File: src/rtl/pipeline_hazard_ctrl.sv
// RAW hazard scoreboard for the in-order pipeline: stalls fetch/decode, bubbles ID/EX.
// Define FORWARD_EN for bypass selects and load-use-only stalling.
module pipeline_hazard_ctrl #(
    parameter int REG_AW = 5,
    parameter int CNT_W  = 16
) (
    input  logic              clk,
    input  logic              rst_n,
    input  logic              id_valid_i,
    input  logic [REG_AW-1:0] id_rs1_i,
    input  logic [REG_AW-1:0] id_rs2_i,
    input  logic              id_use_rs1_i,
    input  logic              id_use_rs2_i,
    input  logic [REG_AW-1:0] id_rd_i,
    input  logic              id_we_i,
    input  logic              id_load_i,
    input  logic              flush_i,
`ifdef FORWARD_EN
    output logic [1:0]        fwd_a_o,
    output logic [1:0]        fwd_b_o,
`endif
    output logic              stall_o,
    output logic              bubble_o,
    output logic [CNT_W-1:0]  stall_cnt_o
);

    typedef struct packed {
        logic              valid;
        logic [REG_AW-1:0] rd;
        logic              load;
    } slot_t;

    slot_t s0, s1, s2;
    slot_t s0Next;
    logic  hazard;
    logic  hz1, hz2;
    logic  unusedLoad;

    function automatic logic hit(input slot_t s, input logic [REG_AW-1:0] r);
        return s.valid && (s.rd == r) && (r != '0);
    endfunction

`ifdef FORWARD_EN
    // Youngest producer wins when several slots hold the same rd.
    function automatic logic [1:0] fwdSel(
        input logic              use_,
        input logic [REG_AW-1:0] r,
        input slot_t             a,
        input slot_t             b,
        input slot_t             c
    );
        logic [1:0] sel;
        sel = 2'b00;
        if (use_ && r != '0) begin
            if (hit(a, r))      sel = 2'b01;
            else if (hit(b, r)) sel = 2'b10;
            else if (hit(c, r)) sel = 2'b11;
        end
        return sel;
    endfunction

    assign hz1 = id_use_rs1_i && hit(s0, id_rs1_i) && s0.load;
    assign hz2 = id_use_rs2_i && hit(s0, id_rs2_i) && s0.load;
    assign unusedLoad = s1.load ^ s2.load;

    always_comb begin
        fwd_a_o = 2'b00;
        fwd_b_o = 2'b00;
        if (rst_n) begin
            fwd_a_o = fwdSel(id_use_rs1_i, id_rs1_i, s0, s1, s2);
            fwd_b_o = fwdSel(id_use_rs2_i, id_rs2_i, s0, s1, s2);
        end
    end
`else
    // No bypass network: the bank does not forward same-cycle writes, so WB counts too.
    assign hz1 = id_use_rs1_i &&
                 (hit(s0, id_rs1_i) || hit(s1, id_rs1_i) || hit(s2, id_rs1_i));
    assign hz2 = id_use_rs2_i &&
                 (hit(s0, id_rs2_i) || hit(s1, id_rs2_i) || hit(s2, id_rs2_i));
    assign unusedLoad = s0.load ^ s1.load ^ s2.load;
`endif

    assign hazard = id_valid_i && (hz1 || hz2);

    always_comb begin
        stall_o  = rst_n && hazard && !flush_i;
        bubble_o = !rst_n || hazard || flush_i || !id_valid_i;
        s0Next   = '0;
        if (id_valid_i && !hazard && !flush_i && id_we_i && id_rd_i != '0) begin
            s0Next.valid = 1'b1;
            s0Next.rd    = id_rd_i;
            s0Next.load  = id_load_i;
        end
    end

    always_ff @(posedge clk) begin
        if (!rst_n) begin
            s0          <= '0;
            s1          <= '0;
            s2          <= '0;
            stall_cnt_o <= '0;
        end else begin
            s0 <= s0Next;
            s1 <= s0;
            s2 <= s1;
            if (stall_o && stall_cnt_o != {CNT_W{1'b1}})
                stall_cnt_o <= stall_cnt_o + 1'b1;
        end
    end

endmodule

File: config.mk
export PLATFORM = sky130hd
export DESIGN_NAME = pipeline_hazard_ctrl
export DESIGN_NICKNAME = d
export VERILOG_FILES = /design/src/rtl/pipeline_hazard_ctrl.sv
export SDC_FILE = /design/constraint.sdc
export NUM_CORES = 1
export LEC_CHECK = 0
export ABC_AREA = 1
export CAP_MARGIN = 5
export CORE_UTILIZATION = 29
export DETAILED_ROUTE_END_ITERATION = 6
export SLEW_MARGIN = 20
export SYNTH_ARGS = -nofsm -noshare
export SYNTH_HDL_FRONTEND = slang
export SYNTH_SLANG_ARGS = --single-unit
File: constraint.sdc
create_clock -name clk -period 4.6 [get_ports clk]
set_input_delay 1.15 -clock clk [delete_from_list [all_inputs] [get_ports clk]]
set_output_delay 1.15 -clock clk [all_outputs]
set_load 0.02 [all_outputs]
After elaboration in Yosys (flattened, before gate mapping)
Cells that the tools add are included.

word-level totals
  register bits after elaboration = 34
  input port bits = 23
  output and inout port bits = 18
  logic and storage cells = 54

operators by class
  add/sub/neg operators = 1
  equality and inequality tests = 7
  muxes and demuxes = 1
  reductions and logical operators = 38

operators by type and width
  cell                     number
  $eq A5 B5 Y1             6
  $logic_and A1 B1 Y1      22
  $add A16 B1 Y16 const B  1
  $ne A16 B16 Y1 const B   1
  $reduce_bool A5 Y1       3
  $logic_or A1 B1 Y1       8
  $mux W7                  1
  $logic_not A1 Y1         4
  $reduce_and A2 Y1        1

Longest topological paths before layout
  word-level depth = 14
  depth in mapped cells = 13
  gate-level depth less buffers = 12

Worst setup path after synthesis
Ideal clock, no wire load.

  path type = input-to-output
  start point = input port id_rs1_i[2]
  end point = output port stall_o
  arrival time = 2273 ps
  data required time = 3450 ps
  setup slack = 1177 ps
  cell stages on the path = 9
  path buffers = 0
  path through = inv_1 > nor2_1 > nor2_1 > nand3_1 > nand3_2 > nand2_2 > nand2_4 > inv_1 > nor3_1

between the ends
  longest elaborated chain between the ends = 10
  elaborated cells between the ends (all ways) = 17
  those cells by class = eq/ne (3); reduce/logical (14)

RTL lines
  item                                 RTL line  RTL
  start: declaration                   10        input logic [REG_AW-1:0] id_rs1_i,
  $eq A5 B5 Y1                         40        return s.valid && (s.rd == r) && (r != '0);
  $logic_and A1 B1 Y1 (2 in series)    40
  $logic_or A1 B1 Y1                   77        (hit(s0, id_rs1_i) || hit(s1, id_rs1_i) || hit(s2, id_rs1_i));
  $logic_or A1 B1 Y1 *                 77
  $logic_and A1 B1 Y1 *                76        assign hz1 = id_use_rs1_i &&
  $logic_or A1 B1 Y1 *                 83        assign hazard = id_valid_i && (hz1 || hz2);
  $logic_and A1 B1 Y1 *                83
  $logic_and A1 B1 Y1 * (2 in series)  86        stall_o = rst_n && hazard && !flush_i;
  end: declaration                     22        output logic stall_o,

Every way passes the cells marked *; elsewhere a longest branch is shown, timed or not.

Worst setup path after layout
  start point = input port id_rs1_i[4]
  end point = output port stall_o

Same word-level chain as after synthesis.

==> flow_summary.yaml <==
outcome:
  status: "completed"
timing:
  finalCriticalPeriod_ns: 4.37
  rsz0062_at_grt: "false"
  setup_tns_ns: 0
  slew_headroom_pct: 77.9
  finalHoldViolCount: 0
  tightestPinTransition_ns: 0.331
  fmax_mhz: 229
  min_period_over_period_pct: 95.1
  maxSlewViolCount: 0
  clock_skew_ns: 0.00832
  setup_viol: 0
worst_setup_path:
  start_kind: "input pin"
  worstReg2RegStart: "s2[5]$_SDFF_PN0_"
  reg2reg_slack_ns: 2.85
  cp-endpoint: "stall_o"
  cp_data_required_time_ns: 3.45
  crit_start: "id_rs1_i[4]"
  r2r_cells: 13
  critical_path_class: "in -> out"
  end_kind: "output pin"
  reg2reg_to: "stall_cnt_o[1]$_SDFFE_PN0P_"
  cp.arrival_ns: 3.22
  cp_max_fo: 5
finish:
  multi_input_area_um2: 1190
  fin_nets: 448
  antenna_cells: 0
  area_growth_pct: 25.3
  fill_cells: 800
  final_cell_mix: "nand2_1, inv_1, nor2_1, clkdlybuf4s50_1, dfxtp_1"
  layout_commonest_cell: "nand2_1"
  seq_area_um2: 681
  drive_above_1_share_pct: 9.20
  final_cells: 523
power_and_ir_drop:
  power_switching_uw: 143
  p_clk_share_pct: 37.0
  sw_frac_of_total_pct: 25.1
  p_seq_share_pct: 52.1
  leakagePower_uw: 0.00134
  powerDensity_nw_per_um2: 206
  ir_drop_v: 0.0000955
  power_frac_comb_pct: 10.9
  internal_power_uw: 428
synth:
  syn_area_um2: 2220
  yosysWarningCount: 0
  syn_nets: 406
  ys_seq_area_share_pct: 30.7
  synth_edf_count: 0
  yosysUniqueCellTypes: 24
  avgSynthCellArea_um2: 5.81
  synthArstFlopShare_pct: 0
  synth_area_leader_cell: "dfxtp_1"
  ys_ff_latch: 34
  synth_area_leaders: "dfxtp_1, nand2_1, inv_1"
  ys.flop_type: "dfxtp_1"
  yosysTopAreaCellShare_pct: 30.7
  synthCells: 382
grt:
  grt_first_pass_wirelength_mm: 8.94
  grt_pass1_vias: 2053
  grt_max_degree: 29
  antenna_found_initial: 0
  grt_use_total_pct: 14.5
  gr-total-overflow: 0
job:
  cap_violations: 0
drt:
  firstDrtPassIters: 5
  drc: 0
  dr.first_iter.drc_count: 59
  antenna_left: 0
  wl_per_cell_um: 10.4
  via_per_inst: 4.36
  routed_wl_mm: 5.45
  vias: 2279
cts:
  cts.clk_slew.worst_paths_ns: 0.06
  cts.htree.levels: 2
  clk_latency_ns: 0.29
  cts_buffers: 5
  ctsRootBufferMaster: "clkbuf_8"
  cts_resized: 0
  clockBufferDepth: 2
  post-cts-setup-buffers: 0
  cts_tree: "built"
  hold_buffers: 0
  numClockSinks: 34
die:
  start_util_pct: 30.3
  die_w_um: 89.5
  ios: 41
  core-area_um2: 7330
  die_height_um: 89.5
  die_area_um2: 8000
  rows: 31
placement:
  hpwl_mm: 4.04
  dp_cells: 516
  gp_congestion: 0.821
  io_buffers: 39
min_path:
  hp-class: "reg -> reg"
[state kept, by name, summed over array words and instances, names as in the netlist]
name and flops:
stall_cnt_o 16, s1 6, s2 6, s0 6
[layout make-up]
type / instances / share of cell area, %
Multi-Input combinational cell: 263 / 42.9
Sequential cell: 34 / 24.5
Timing Repair Buffer: 42 / 14.9
Inverter: 78 / 10.5
Tap cell: 99 / 4.46
Clock buffer: 7 / 2.75
[metal layers]
layer	GRT usage, %	up-vias	routed length [µm]
li1	-	1234	-
met1	17.5	992	2580
met2	26.2	49	2580
met3	2.95	4	260
met4	3.90	0	25
met5	0	-	0
[synthesized netlist by cell type (all sizes together), types with 2 or more instances]
cell type,count
clkbuf,5
nand3,31
buf,2
nand2,136
nor2,62
nor3,6
o21ai,6
nand4,18
inv,77
dfxtp,34
[worst max-delay path, stage by stage]
cell and delay, ns:
clkdlybuf4s50_1 0.58, inv_2 0.07, nand2_1 0.06, nand2_1 0.04, nor2_1 0.11, nand3_1 0.14, nand3_2 0.10, nand2_2 0.06
nand2_4 0.07, inv_1 0.07, nor3_1 0.14, clkdlybuf4s50_1 0.63
[power groups by stage]
| stage | Clock, µW | Sequential (µW) | Combinational (µW) |
|---|---|---|---|
| floorplan | 0 | 304 | 30.7 |
| detailed placement | 0 | 305 | 62.3 |
| global route | 234 | 298 | 69.4 |
| global placement | 0 | 305 | 61.9 |
| CTS | 218 | 298 | 62.7 |
| finish | 211 | 298 | 62.1 |
[through the flow]
stage	area, µm²	utilization (%)	setup WS, ns	hold slack [ns]	power (µW)
2_1_floorplan	2220	-	1.18	0.426	335
3_3_place_gp	2700	36.9	0.248	0.449	367
3_5_place_dp	2700	36.9	0.248	0.449	367
4_1_cts	2780	37.9	0.231	0.458	579
5_1_grt	2780	37.9	0.0798	0.488	602
6_report	2780	37.9	0.227	0.456	571
[worst min path at each step]
stage	slack, ns	endpoint	cells after the start	from
6_report	0.46	s2[6]$_SDFF_PN0_	2	s1[6]$_SDFF_PN0_
5_1_grt	0.49	s1[1]$_SDFF_PN0_	2	s0[1]$_SDFF_PN0_
4_1_cts	0.46	s2[6]$_SDFF_PN0_	2	s1[6]$_SDFF_PN0_
3_5_place_dp	0.45	s2[6]$_SDFF_PN0_	2	s1[6]$_SDFF_PN0_
3_3_place_gp	0.45	s2[6]$_SDFF_PN0_	2	s1[6]$_SDFF_PN0_
2_1_floorplan	0.43	s1[6]$_SDFF_PN0_	2	s0[6]$_SDFF_PN0_
[cell families after synthesis]
group	synth area share, %
and+or+nand+nor	51.2
buffers and inverters	15.6
DFF	30.7
AOI/OAI and AO/OA	1.58
xor gates and xnor gates	0.395
adders and majority gates	0.564
Note: power is estimated with default switching activity, not from simulation.
